<file path="src/rtl/led_pattern_ctrl.sv">
// Multi-channel LED pattern generator: a shared prescaler tick drives per-channel off/on/blink/burst patterns.
// All outputs are registered; a mode change restarts the channel one cycle later and overrides tick/start.
module led_pattern_ctrl #(
  parameter int NCH     = 8,
  parameter int PRESC_W = 16,
  parameter int HP_W    = 4,
  parameter int BC_W    = 4
) (
  input  logic                 sys_clk,
  input  logic                 sys_rst_n,
  input  logic [2*NCH-1:0]     mode,
  input  logic [HP_W*NCH-1:0]  half_period,
  input  logic [BC_W*NCH-1:0]  burst_cnt,
  input  logic [NCH-1:0]       start,
  output logic [NCH-1:0]       busy,
  output logic [NCH-1:0]       led,
  output logic                 tick
);

  typedef enum logic [1:0] {S_IDLE, S_ON, S_OFF} state_t;

  localparam logic [1:0] M_OFF   = 2'b00;
  localparam logic [1:0] M_ON    = 2'b01;
  localparam logic [1:0] M_BLINK = 2'b10;

  logic [PRESC_W-1:0] presc;
  logic [PRESC_W-1:0] presc_nxt;

  assign presc_nxt = presc + PRESC_W'(1);

  // tick is registered so it is high exactly while presc holds all-ones
  always_ff @(posedge sys_clk or negedge sys_rst_n) begin
    if (!sys_rst_n) begin
      presc <= '0;
      tick  <= 1'b0;
    end else begin
      presc <= presc_nxt;
      tick  <= (presc_nxt == '1);
    end
  end

  for (genvar i = 0; i < NCH; i++) begin : g_ch
    logic [1:0]      mode_i;
    logic [1:0]      mode_q;
    logic [HP_W-1:0] hp;
    logic [BC_W-1:0] bc_i;
    state_t          state, state_nxt;
    logic [HP_W-1:0] phase, phase_nxt, phase_adv;
    logic [BC_W-1:0] rem, rem_nxt;
    logic            led_q, led_nxt;
    logic            busy_q, busy_nxt;
    logic            toggle;

    assign mode_i = mode[2*i +: 2];
    assign bc_i   = burst_cnt[BC_W*i +: BC_W];
    assign hp     = (half_period[HP_W*i +: HP_W] == '0) ? HP_W'(1)
                                                        : half_period[HP_W*i +: HP_W];
    // >= rather than == so a live shrink of hp below the current phase still toggles
    assign toggle    = tick && (phase >= hp - HP_W'(1));
    assign phase_adv = toggle ? '0 : phase + HP_W'(1);

    always_comb begin
      state_nxt = state;
      phase_nxt = phase;
      rem_nxt   = rem;
      led_nxt   = led_q;
      busy_nxt  = busy_q;
      if (mode_i != mode_q) begin
        state_nxt = S_IDLE;
        phase_nxt = '0;
        busy_nxt  = 1'b0;
        led_nxt   = (mode_i == M_ON);
      end else begin
        case (mode_q)
          M_OFF: begin
            state_nxt = S_IDLE;
            phase_nxt = '0;
            led_nxt   = 1'b0;
            busy_nxt  = 1'b0;
          end
          M_ON: begin
            state_nxt = S_IDLE;
            phase_nxt = '0;
            led_nxt   = 1'b1;
            busy_nxt  = 1'b0;
          end
          M_BLINK: begin
            busy_nxt = 1'b0;
            if (tick) begin
              phase_nxt = phase_adv;
              if (toggle) led_nxt = ~led_q;
            end
          end
          default: begin
            case (state)
              S_IDLE: begin
                led_nxt   = 1'b0;
                busy_nxt  = 1'b0;
                phase_nxt = '0;
                if (start[i] && (bc_i != '0)) begin
                  state_nxt = S_ON;
                  led_nxt   = 1'b1;
                  busy_nxt  = 1'b1;
                  rem_nxt   = bc_i;
                end
              end
              S_ON: begin
                if (tick) begin
                  phase_nxt = phase_adv;
                  if (toggle) begin
                    state_nxt = S_OFF;
                    led_nxt   = 1'b0;
                  end
                end
              end
              S_OFF: begin
                if (tick) begin
                  phase_nxt = phase_adv;
                  if (toggle) begin
                    if (rem == BC_W'(1)) begin
                      state_nxt = S_IDLE;
                      busy_nxt  = 1'b0;
                    end else begin
                      rem_nxt   = rem - BC_W'(1);
                      state_nxt = S_ON;
                      led_nxt   = 1'b1;
                    end
                  end
                end
              end
              default: state_nxt = S_IDLE;
            endcase
          end
        endcase
      end
    end

    always_ff @(posedge sys_clk or negedge sys_rst_n) begin
      if (!sys_rst_n) begin
        mode_q <= M_OFF;
        state  <= S_IDLE;
        phase  <= '0;
        rem    <= '0;
        led_q  <= 1'b0;
        busy_q <= 1'b0;
      end else begin
        mode_q <= mode_i;
        state  <= state_nxt;
        phase  <= phase_nxt;
        rem    <= rem_nxt;
        led_q  <= led_nxt;
        busy_q <= busy_nxt;
      end
    end

    assign led[i]  = led_q;
    assign busy[i] = busy_q;
  end

endmodule

</file>
<file path="config.mk">
export PLATFORM = sky130hd
export DESIGN_NAME = led_pattern_ctrl
export DESIGN_NICKNAME = d
export VERILOG_FILES = /design/src/rtl/led_pattern_ctrl.sv
export SDC_FILE = /design/constraint.sdc
export NUM_CORES = 1
export LEC_CHECK = 0
export CAP_MARGIN = 20
export CORE_MARGIN = 4
export CORE_UTILIZATION = 53
export CTS_CLUSTER_SIZE = 20
export DETAILED_ROUTE_END_ITERATION = 10
export PLACE_DENSITY = 0.83
export SYNTH_ARGS = -nofsm -noshare
export SYNTH_HDL_FRONTEND = slang
export SYNTH_SLANG_ARGS = --single-unit
export TNS_END_PERCENT = 20
</file>
<file path="constraint.sdc">
create_clock -name sys_clk -period 2.5 [get_ports sys_clk]
set_input_delay 0.375 -clock sys_clk [delete_from_list [all_inputs] [get_ports sys_clk]]
set_output_delay 0.375 -clock sys_clk [all_outputs]
set_load 0.01 [all_outputs]
</file>
Yosys cells after proc, flatten, opt, wreduce, memory -nomap -nowiden

Cells that the tools add are included.

Register bits: 129
Bits in latches: 0
Bits in writable memories: 0
ROM bits: 0
Input port bits: 90
Logic and storage cells: 756
Memories: 0

Add/subtract/negate cells: 25
Multipliers: 0
Div/mod/pow operators: 0
$lt $le $gt $ge: 8
Equality and inequality tests: 217
Shift operators: 0
Multiplexer cells: 296
Bitwise gates (word level): 24
Reductions and logical operators: 136

Operators by type and width:

| kind                  | count |
|---|---|
| $mux W4               | 64 |
| $ne A4 B4 Y1 const B  | 64 |
| $pmux W4 S2           | 24 |
| $mux W1               | 120 |
| $mux W2               | 48 |
| $ne A2 B2 Y1 const B  | 40 |
| $ne A5 B3 Y1 const B  | 16 |
| $ne A5 B5 Y1 const B  | 16 |
| $reduce_and A8 Y1     | 8 |
| $reduce_bool A4 Y1    | 16 |
| $sub A4 B1 Y4 const B | 16 |
| $reduce_and A7 Y1     | 8 |
| $reduce_bool A7 Y1    | 8 |
| $eq A2 B1 Y1 const B  | 24 |
| $ne A3 B3 Y1 const B  | 16 |
| $ne A6 B3 Y1 const B  | 8 |
| $pmux W1 S3           | 16 |
| $pmux W2 S3           | 8 |
| $reduce_and A6 Y1     | 8 |
| $reduce_bool A5 Y1    | 8 |
| $add A4 B1 Y4 const B | 8 |
| $eq A2 B2 Y1 const B  | 16 |
| $eq A4 B1 Y1 const B  | 8 |
| $ge A4 B4 Y1          | 8 |
| 13 further kinds      | 130 |

Depth between registers and ports, before layout

Gate-level depths: netlist of the first run.

Depth in word-level cells: 10
Depth in mapped cells: 13
Mapped depth without buffers: 11

Worst setup path before layout of the first run

No wires, ideal clock.

Kind: input -> register
From: input half_period[1]
To: register g_ch[0].rem[2]
Setup time: 0.139 ns
Arrival: 2.514 ns
Required time: 2.361 ns
Slack: -0.153 ns
Cell stages on the path: 13
Cells stage by stage: nor3_1 nor2_1 ha_1 xnor2_1 ha_1 o21a_1 nor2_1 or3_1 buf_2 a2111o_1 buf_6 o21ai_0 a21oi_1

Word-level cells in the longest chain between the ends: 7

RTL lines:

| item                          | RTL line | RTL |
|---|---|---|
| start, declared               | 12       | `input logic [HP_W*NCH-1:0] half_period,` |
| $logic_not A4 Y1              | 56       | `assign hp = (half_period[HP_W*i +: HP_W] == '0) ? HP_W'(1)` |
| $mux W4 *                     | 56       |  |
| $sub A4 B1 Y4 *               | 59       | `assign toggle = tick && (phase >= hp - HP_W'(1));` |
| $ge A4 B4 Y1 *                | 59       |  |
| $logic_and A1 B1 Y1 *         | 59       |  |
| $ne A2 B2 Y1 (no line) *      | --       |  |
| $reduce_and A7 Y1 (no line) * | --       |  |
| end signal, assigned          | 150      | `rem <= rem_nxt;` |
| end, declared                 | 49       | `logic [BC_W-1:0] rem, rem_nxt;` |

Mark *: on every way between the ends. The rest lies on a longest branch, timed or not.
A chain may end at the register's enable or synchronous reset.

Worst setup path after layout of the first run

From: input half_period[16]
To: register g_ch[4].state[0]

Word-level cells in the longest chain between the ends: 7

RTL lines:

| item                          | RTL line | RTL |
|---|---|---|
| $logic_not A4 Y1              | 56       |  |
| $mux W4 *                     | 56       |  |
| $sub A4 B1 Y4 *               | 59       |  |
| $ge A4 B4 Y1 *                | 59       |  |
| $logic_and A1 B1 Y1 *         | 59       |  |
| $ne A4 B4 Y1 (no line)        | --       |  |
| $reduce_and A6 Y1 (no line) * | --       |  |
| end signal, assigned          | 148      | `state <= state_nxt;` |
| end, declared                 | 47       | `state_t state, state_nxt;` |

Marks and branches as above.

==> results of run 1 <==
## per-stage QoR
stage          TNS (ps)  instance area [µm²]
3_5_place_dp     -35840                11700
3_3_place_gp     -29490                11700
5_1_grt            -539                12800
2_1_floorplan      -374                10000
6_report              0                12800
4_1_cts            -304                12400
## layout by cell type (no fill, tap or decap), drive strengths merged, types with 5 or more instances in the layout
master and n:
o41ai 12, o21a 13, o31ai 19, a22o 5, nand2b 17, nand3b 6
nor4 6, nor2b 17, nor3 36, buf 90, or3 10, nand2 96
inv 96, a31oi 14, nor2 79, xor2 17, nor3b 8, a21oi 73
a211oi 8, or4 7, o211ai 10, and3 10, clkbuf 21, nand3 29
a32o 7, mux2 8, o21ai 68, ha 127, a21o 10, xnor2 22
clkdlybuf4s50 86, mux2i 19, o22ai 9, dfrtp 129, nand4 17, dlymetal6s2s 15
clkinv 7, or2 14
## what timing repair did
action / in CTS / in global routing
resized for setup: 27 / 74
endpoints found under the hold margin: 46 / 0
setup endpoints to repair: 32 / 73
gates cloned: 1 / 0
pin swaps: 11 / 37
hold buffers: 1 / 0
setup buffers: 3 / 5
## flip-flops by register name (all words and copies together), names as in the netlist
signal and cells:
g_ch.phase 32, g_ch.rem 32, g_ch.mode_q 16, g_ch.state 16, presc 16, g_ch.busy_q 8
g_ch.led_q 8, tick 1
## critical path: cells and delay by family
family          cells  cell delay, ps
compound gates      4             640
xor+xnor            1             110
fa+ha+maj           2             490
buf+inv             1             450
mux                 1             360
simple gates        2             340
## Yosys cell counts (5+ instances only)
| cell type | number | area share [%] |
|---|---|---|
| or4_1 | 7 | 0.53 |
| nor2b_1 | 17 | 1.1 |
| nor3b_1 | 8 | 0.60 |
| buf_4 | 17 | 1.3 |
| o41ai_1 | 12 | 1.1 |
| o211ai_1 | 10 | 0.75 |
| xor2_1 | 17 | 1.5 |
| ha_1 | 127 | 16 |
| clkbuf_1 | 22 | 0.83 |
| o22ai_1 | 9 | 0.56 |
| nor3_1 | 34 | 1.7 |
| a22o_1 | 5 | 0.44 |
| o21a_1 | 13 | 0.98 |
| a211oi_1 | 8 | 0.60 |
| a21o_1 | 10 | 0.75 |
| nand3b_1 | 6 | 0.45 |
| and3_1 | 10 | 0.63 |
| inv_1 | 95 | 3.6 |
| nor4_1 | 6 | 0.38 |
| o21ai_0 | 67 | 3.4 |
| a32o_1 | 7 | 0.70 |
| nand2b_1 | 17 | 1.1 |
| a31oi_1 | 14 | 0.88 |
| o31ai_1 | 19 | 1.4 |
| nand4_1 | 17 | 1.1 |
| a21oi_1 | 73 | 3.7 |
| or3_1 | 10 | 0.63 |
| xnor2_1 | 22 | 1.9 |
| nand2_1 | 96 | 3.6 |
| dfrtp_1 | 129 | 32 |
| nor2_1 | 78 | 2.9 |
| mux2i_1 | 19 | 1.9 |
| nand3_1 | 29 | 1.5 |
| mux2_2 | 8 | 0.90 |
| or2_2 | 14 | 0.88 |
## cells by family after synthesis
logic type / count (synthesis) / share of synthesized area [%]
xor+xnor: 39 / 3.43
fa+ha+maj: 127 / 15.9
flops: 129 / 32.4
compound gates: 301 / 20.2
simple gates: 372 / 19.1
buf+inv: 142 / 6.15
mux: 27 / 2.81
## power by group
group          total (mW)  internal, mW  switching (mW)  leakage [nW]
clock                2.40          1.48           0.918         0.276
sequential           2.52          2.31           0.213          1.66
combinational        1.46         0.726           0.732          3.84
total                6.38          4.52            1.86          5.78
## cell type report
| type | instances | area (µm²) |
|---|---|---|
| clock buffers | 21 | 450 |
| clock inverters | 11 | 114 |
| multi-input cells | 867 | 6520 |
| fillers | 1392 | 5450 |
| inverters | 96 | 363 |
| well taps | 229 | 287 |
| repair buffers | 196 | 1800 |
| flip-flops and latches | 129 | 3230 |
## how the worst max path moves through the flow
| stage | endpoint |
|---|---|
| global placement | g_ch[0].rem[3] |
| CTS | g_ch[5].state[1] |
| global route | g_ch[2].rem[3] |
| floorplan | g_ch[0].rem[3] |
| finish | g_ch[4].state[0] |
| detailed placement | g_ch[0].rem[3] |
## layer usage
metal	wire length [µm]	up-vias
li1	-	4445
met1	10500	4357
met2	12300	216
met3	979	29
met4	260	0
met5	0	-
==> key figures, run 1 <==
Logic synthesis
  – EDFF count, synth: 0
  – Yosys warns: 0
  – Average size of a mapped cell: 8.77 µm²
  – Cell area after synthesis: 9970 µm²
  – Syn Inst Count: 1137
  – Post-synthesis sequential area ratio: 32.4%
  – #FFs+latches synth: 129
  – Post-synth cell types: 73
  – Syn nets: 1354
  – Synth async-reset ratio: 100%
  – Ys flop type: dfrtp_1

Clock tree
  – Clock sink total: 129
  – Reg clk slew, reported paths: 60 ps
  – CTS tree: built
  – CTS Root Cell: clkbuf_16
  – H-tree levels: 4
  – CTS buffer count: 17
  – Clock Path Buffers: 2
  – Clk_lat worst skew: between 400 and 500 ps

Placed design
  – Cells after DPL: ~1500
  – Dpl ws: -652 ps
  – IO buf count: 106
  – Hpwl dp: 16900 µm
  – Gpl congestion: 0.892

Route
  – WL final: 24000 µm
  – Pre-antenna DRT Iters: 5
  – 1st-iter DRT viols: 527
  – Final ANT Viol Nets: 0
  – DRC viols: 0
  – Detailed-route via count: roughly 9000
  – Vias per cell: 5.84
  – Drt wl/cell: roughly 15 µm

GRT
  – Met1 GRT Util: 26.6%
  – Routing usage on met2: 39.1%
  – Via count of the first global-routing pass: 8985
  – Gr usage total: between 20% and 30%
  – Congestion Overflow GR: 0
  – Met3 Track Usage GR: a little under 5%
  – Global-route wire length before repair: around 40000 µm
  – GRT busiest layer: met2
  – Initial antenna violation count: 0
  – Pin count of the biggest net entering global routing: 54

Critical path
  – R2R setup slack: 150 ps
  – Slowest CP cell: clkdlybuf4s50_1
  – CP Class: in -> reg
  – Critical path data arrival time: 2770 ps
  – Slowest stage delay, CP: 450 ps
  – Reg-to-Reg End: g_ch[4].state[0]
  – Worst r2r src: g_ch[4].phase[0]
  – Req. time, crit path: 2790 ps
  – CP Max Fanout: 3
  – CP Capture Type: flop
  – Worst path cell trace: clkdlybuf4s50_1 > nor2_2 > ha_2 > xnor2_2 > ha_2 > o21a_1 > nor2_2 > o21ai_1 > a41o_1 > o21ai_0 > mux2_2
  – Reg2reg path depth: 8
  – Critical Path Start Type: primary input
  – Setup crit start: half_period[16]

Floorplan
  – Die Ht: 145 µm
  – Die area: 21100 µm²
  – Top-level I/O count: around 110
  – Die width: 145 µm
  – # rows: 49
  – Core Area: about 18000 µm²
  – Initial Util: 54.8%

Power and ir drop
  – Maximum vdd drop: 0.525 mV
  – Total chip power: around 6.4 mW
  – Leakage dissipation: approximately 5.8 nW
  – Power per Cell Area: 500 nW/µm²

STA
  – Slew Limit Fails: 0
  – Finish-stage setup viols: 0
  – Fmax achieved: 405 MHz
  – Unrepaired setup endpoints after global routing: true
  – Worst-Margin Slew: 736 ps
  – Max-slew headroom: 51.0%
  – Post-route minimum period: 2470 ps
  – Final Hold Slack: 469 ps
  – Setup Skew: 6.71 ps
  – Final period utilization: 98.8%
  – Hold Vio Cnt, Final: 0
  – Final worst slack: roughly 29 ps

Status
  – Outcome: finished clean

Cells and area
  – Post-Route Utilization: 70.1%
  – Non-Filler Instances: 1549
  – Layout cells sized above 1: between 15 and 20%
  – Nets: 1524
  – Diode count: 0
  – Layout Area Growth over Synthesis: 28.0%

Flow run
  – Max cap viols: 0

Worst hold path
  – Worst Hold Class: in -> async
No activity file was read; power rests on OpenSTA's default activity.
==> run 2: changes to the inputs <==
CTS_CLUSTER_DIAMETER = 30   (was default)
==> results of run 2 <==
Same layout as run 1: the final DEF is identical, and so are final timing and power.
==> run 3: changes to the inputs <==
CORE_UTILIZATION = 55   (was 53)
DONT_BUFFER_PORTS = 1   (was default)
PLACE_DENSITY = 0.77   (was 0.83)
==> run 3 against run 2 <==
Compared with the run above: the flow now finishes with violations (negative hold slack); utilization shrank 7.0 points; combinational power shrank 28%; non-clock buffer count shrank 147; flip-flop and latch count is the same; worst setup slack gained 100 ps; global-route usage shrank 0.99 points; via count shrank 8.9%; worst hold slack lost 820 ps; cell count shrank 9.8%; routed wire length shrank 14%; largest cell class unchanged; largest power group is now the clock network.
==> key figures, run 3 (synthesized netlist as in run 1, its figures left out) <==
Critical path
  – Setup crit start: g_ch[4].phase[0]
  – Critical path buffers and inverters: 1
  – Slowest CP cell: a2111oi_2
  – Worst r2r src: g_ch[4].phase[0]
  – Slowest stage delay, CP: 410 ps
  – Req. time, crit path: 2790 ps
  – CP Capture Type: flop
  – CP top delay family: compound AO/OA/AOI/OAI gates
  – CP Class: reg -> reg
  – Worst path cell trace: inv_1 > ha_1 > nand2b_1 > a2111oi_2 > o21ai_0 > a41o_1 > o21ai_0 > mux2_2
  – CP most frequent cell: o21ai_0
  – Critical Path Start Type: flop
  – Critical path data arrival time: 2660 ps
  – CP Max Fanout: 4

GRT
  – Congestion Overflow GR: 0
  – Global-route wire length before repair: 35700 µm
  – Gr usage total: around 21%
  – Initial antenna violation count: 0
  – Pin count of the biggest net entering global routing: 130
  – Via count of the first global-routing pass: 8039

Floorplan
  – # rows: 48
  – Die width: roughly 140 µm
  – Initial Util: 56.8%
  – Top-level I/O count: 107
  – Core Area: between 15000 and 20000 µm²
  – Die Ht: 143 µm
  – Die area: 20300 µm²

Cells and area
  – Most common cell after layout, fill and taps aside: dfrtp_1
  – Layout Area Growth over Synthesis: 11.0%
  – Commonest non-fill, non-tap cells in the layout: 128 x dfrtp_1, 126 x ha_1, 96 x nand2_1
  – Regs by FF count: g_ch.phase (32), g_ch.rem (32)
  – Nets: 1376
  – Layout cells sized above 1: 9.39%
  – Diode count: 0
  – # fillers: between 1000 and 1500
  – Non-Filler Instances: 1397

Clock tree
  – Setup bufs post-CTS: 0
  – Hold Buf Count CTS: 16
  – H-tree levels: 4
  – CTS tree: built
  – Clock Path Buffers: 2
  – CTS Root Cell: clkbuf_16
  – Reg clk slew, reported paths: 60 ps
  – CTS buffer count: 17
  – Clock sink total: 129
  – Clk_lat worst skew: 420 ps

Power and ir drop
  – Maximum vdd drop: 0.413 mV
  – Power per Cell Area: ~560 nW/µm²
  – Total chip power: 6.21 mW
  – Leakage dissipation: 4.98 nW

Placed design
  – IO buf count: 0
  – Gpl congestion: 0.874
  – Dpl ws: -272 ps
  – Cells after DPL: 1349
  – Hpwl dp: 15000 µm

Flow run
  – Max cap viols: 0

STA
  – Final period utilization: 94.7%
  – Final worst slack: between 100 and 150 ps
  – Post-route minimum period: 2370 ps
  – Setup Skew: between 10 and 15 ps
  – Worst-Margin Slew: between 700 and 800 ps
  – Final Hold Slack: -352 ps
  – Hold Vio Cnt, Final: 129
  – Slew Limit Fails: 0
  – Fmax achieved: 422 MHz
  – Finish-stage setup viols: 0
  – Max-slew headroom: 49.4%
  – Unrepaired setup endpoints after global routing: false

Worst hold path
  – Worst Hold Class: in -> async

Route
  – Drt wl/cell: 14.8 µm
  – DRC viols: 0
  – Detailed-route via count: 8246
  – 1st-iter DRT viols: 482
  – Vias per cell: 5.90
  – Pre-antenna DRT Iters: 5
  – WL final: 20700 µm
  – Final ANT Viol Nets: 0

Status
  – Outcome: finished, violations left
  – Failing checks: negative hold slack
run 3: changes by cell type in the layout (fill, tap and decap cells not counted), sizes merged:
cell / change
clkdlybuf4s50: -86
clkinv: -4
clkdlybuf4s15: -1
clkinvlp: +1
dlygate4sd3: +15
buf: -57
dlygate4sd2: -3
clkbuf: +1
dlymetal6s2s: -15
bufinv: +2
a2111o: -1
run 3: path summary, 6_finish.rpt:
kind	to	slack, ps	cells past startpoint
max in group asynchronous	tick	2610	0
min in group sys_clk	g_ch[4].led_q	120	1
worst max register to register	g_ch[4].state[0]	130	8
worst max-delay path	g_ch[4].state[0]	130	8
worst min register to register	presc[11]	490	1
worst min-delay path	g_ch[3].rem[2]	-350	0
run 3: routing by layer:
metal  GRT usage [%]  routed length (µm)
met1            27.8                9680
met2            34.8                9830
met3            4.12                 981
met4            4.90                 216
met5               0                   0
run 3: cell type report:
| class | instances | area (µm²) | area share [%] |
|---|---|---|---|
| flip-flops and latches | 129 | 3230 | 29.2 |
| clock inverters | 10 | 158 | 1.42 |
| clock buffers | 22 | 464 | 4.19 |
| inverters | 96 | 363 | 3.28 |
| well taps | 225 | 282 | 2.54 |
| repair buffers | 49 | 420 | 3.80 |
| multi-input cells | 866 | 6150 | 55.6 |
run 3: worst register-to-register path, cell delays in order, from the launching register on:
cell,delay (ps)
dfrtp_1,390
inv_1,90
ha_1,280
nand2b_1,160
a2111oi_2,410
o21ai_0,140
a41o_1,280
o21ai_0,120
mux2_2,370
run 3: stage by stage:
stage / cell area (µm²) / hold slack, ps / util [%] / TNS [ps]
4_1_cts: 11100 / -366 / 63.1 / 0
6_report: 11100 / -352 / 63.1 / 0
3_3_place_gp: 10300 / 84.3 / 58.6 / -1280
3_5_place_dp: 10300 / 82.9 / 58.6 / -3060
2_1_floorplan: 10000 / 79.4 / - / -374
5_1_grt: 11100 / -376 / 63.1 / 0
run 3: timing repair:
item | CTS | global route
endpoints found under the setup margin | 0 | 5
resized for setup | 0 | 2
endpoints found under the hold margin | 145 | 129
run 3: power breakdown:
part           switching [mW]  internal (mW)  leakage (nW)  total, mW
Clock                   0.920           1.72         0.296       2.64
Sequential              0.213           2.31          1.66       2.52
Combinational           0.553          0.496          3.03       1.05
Total                    1.69           4.52          4.98       6.21
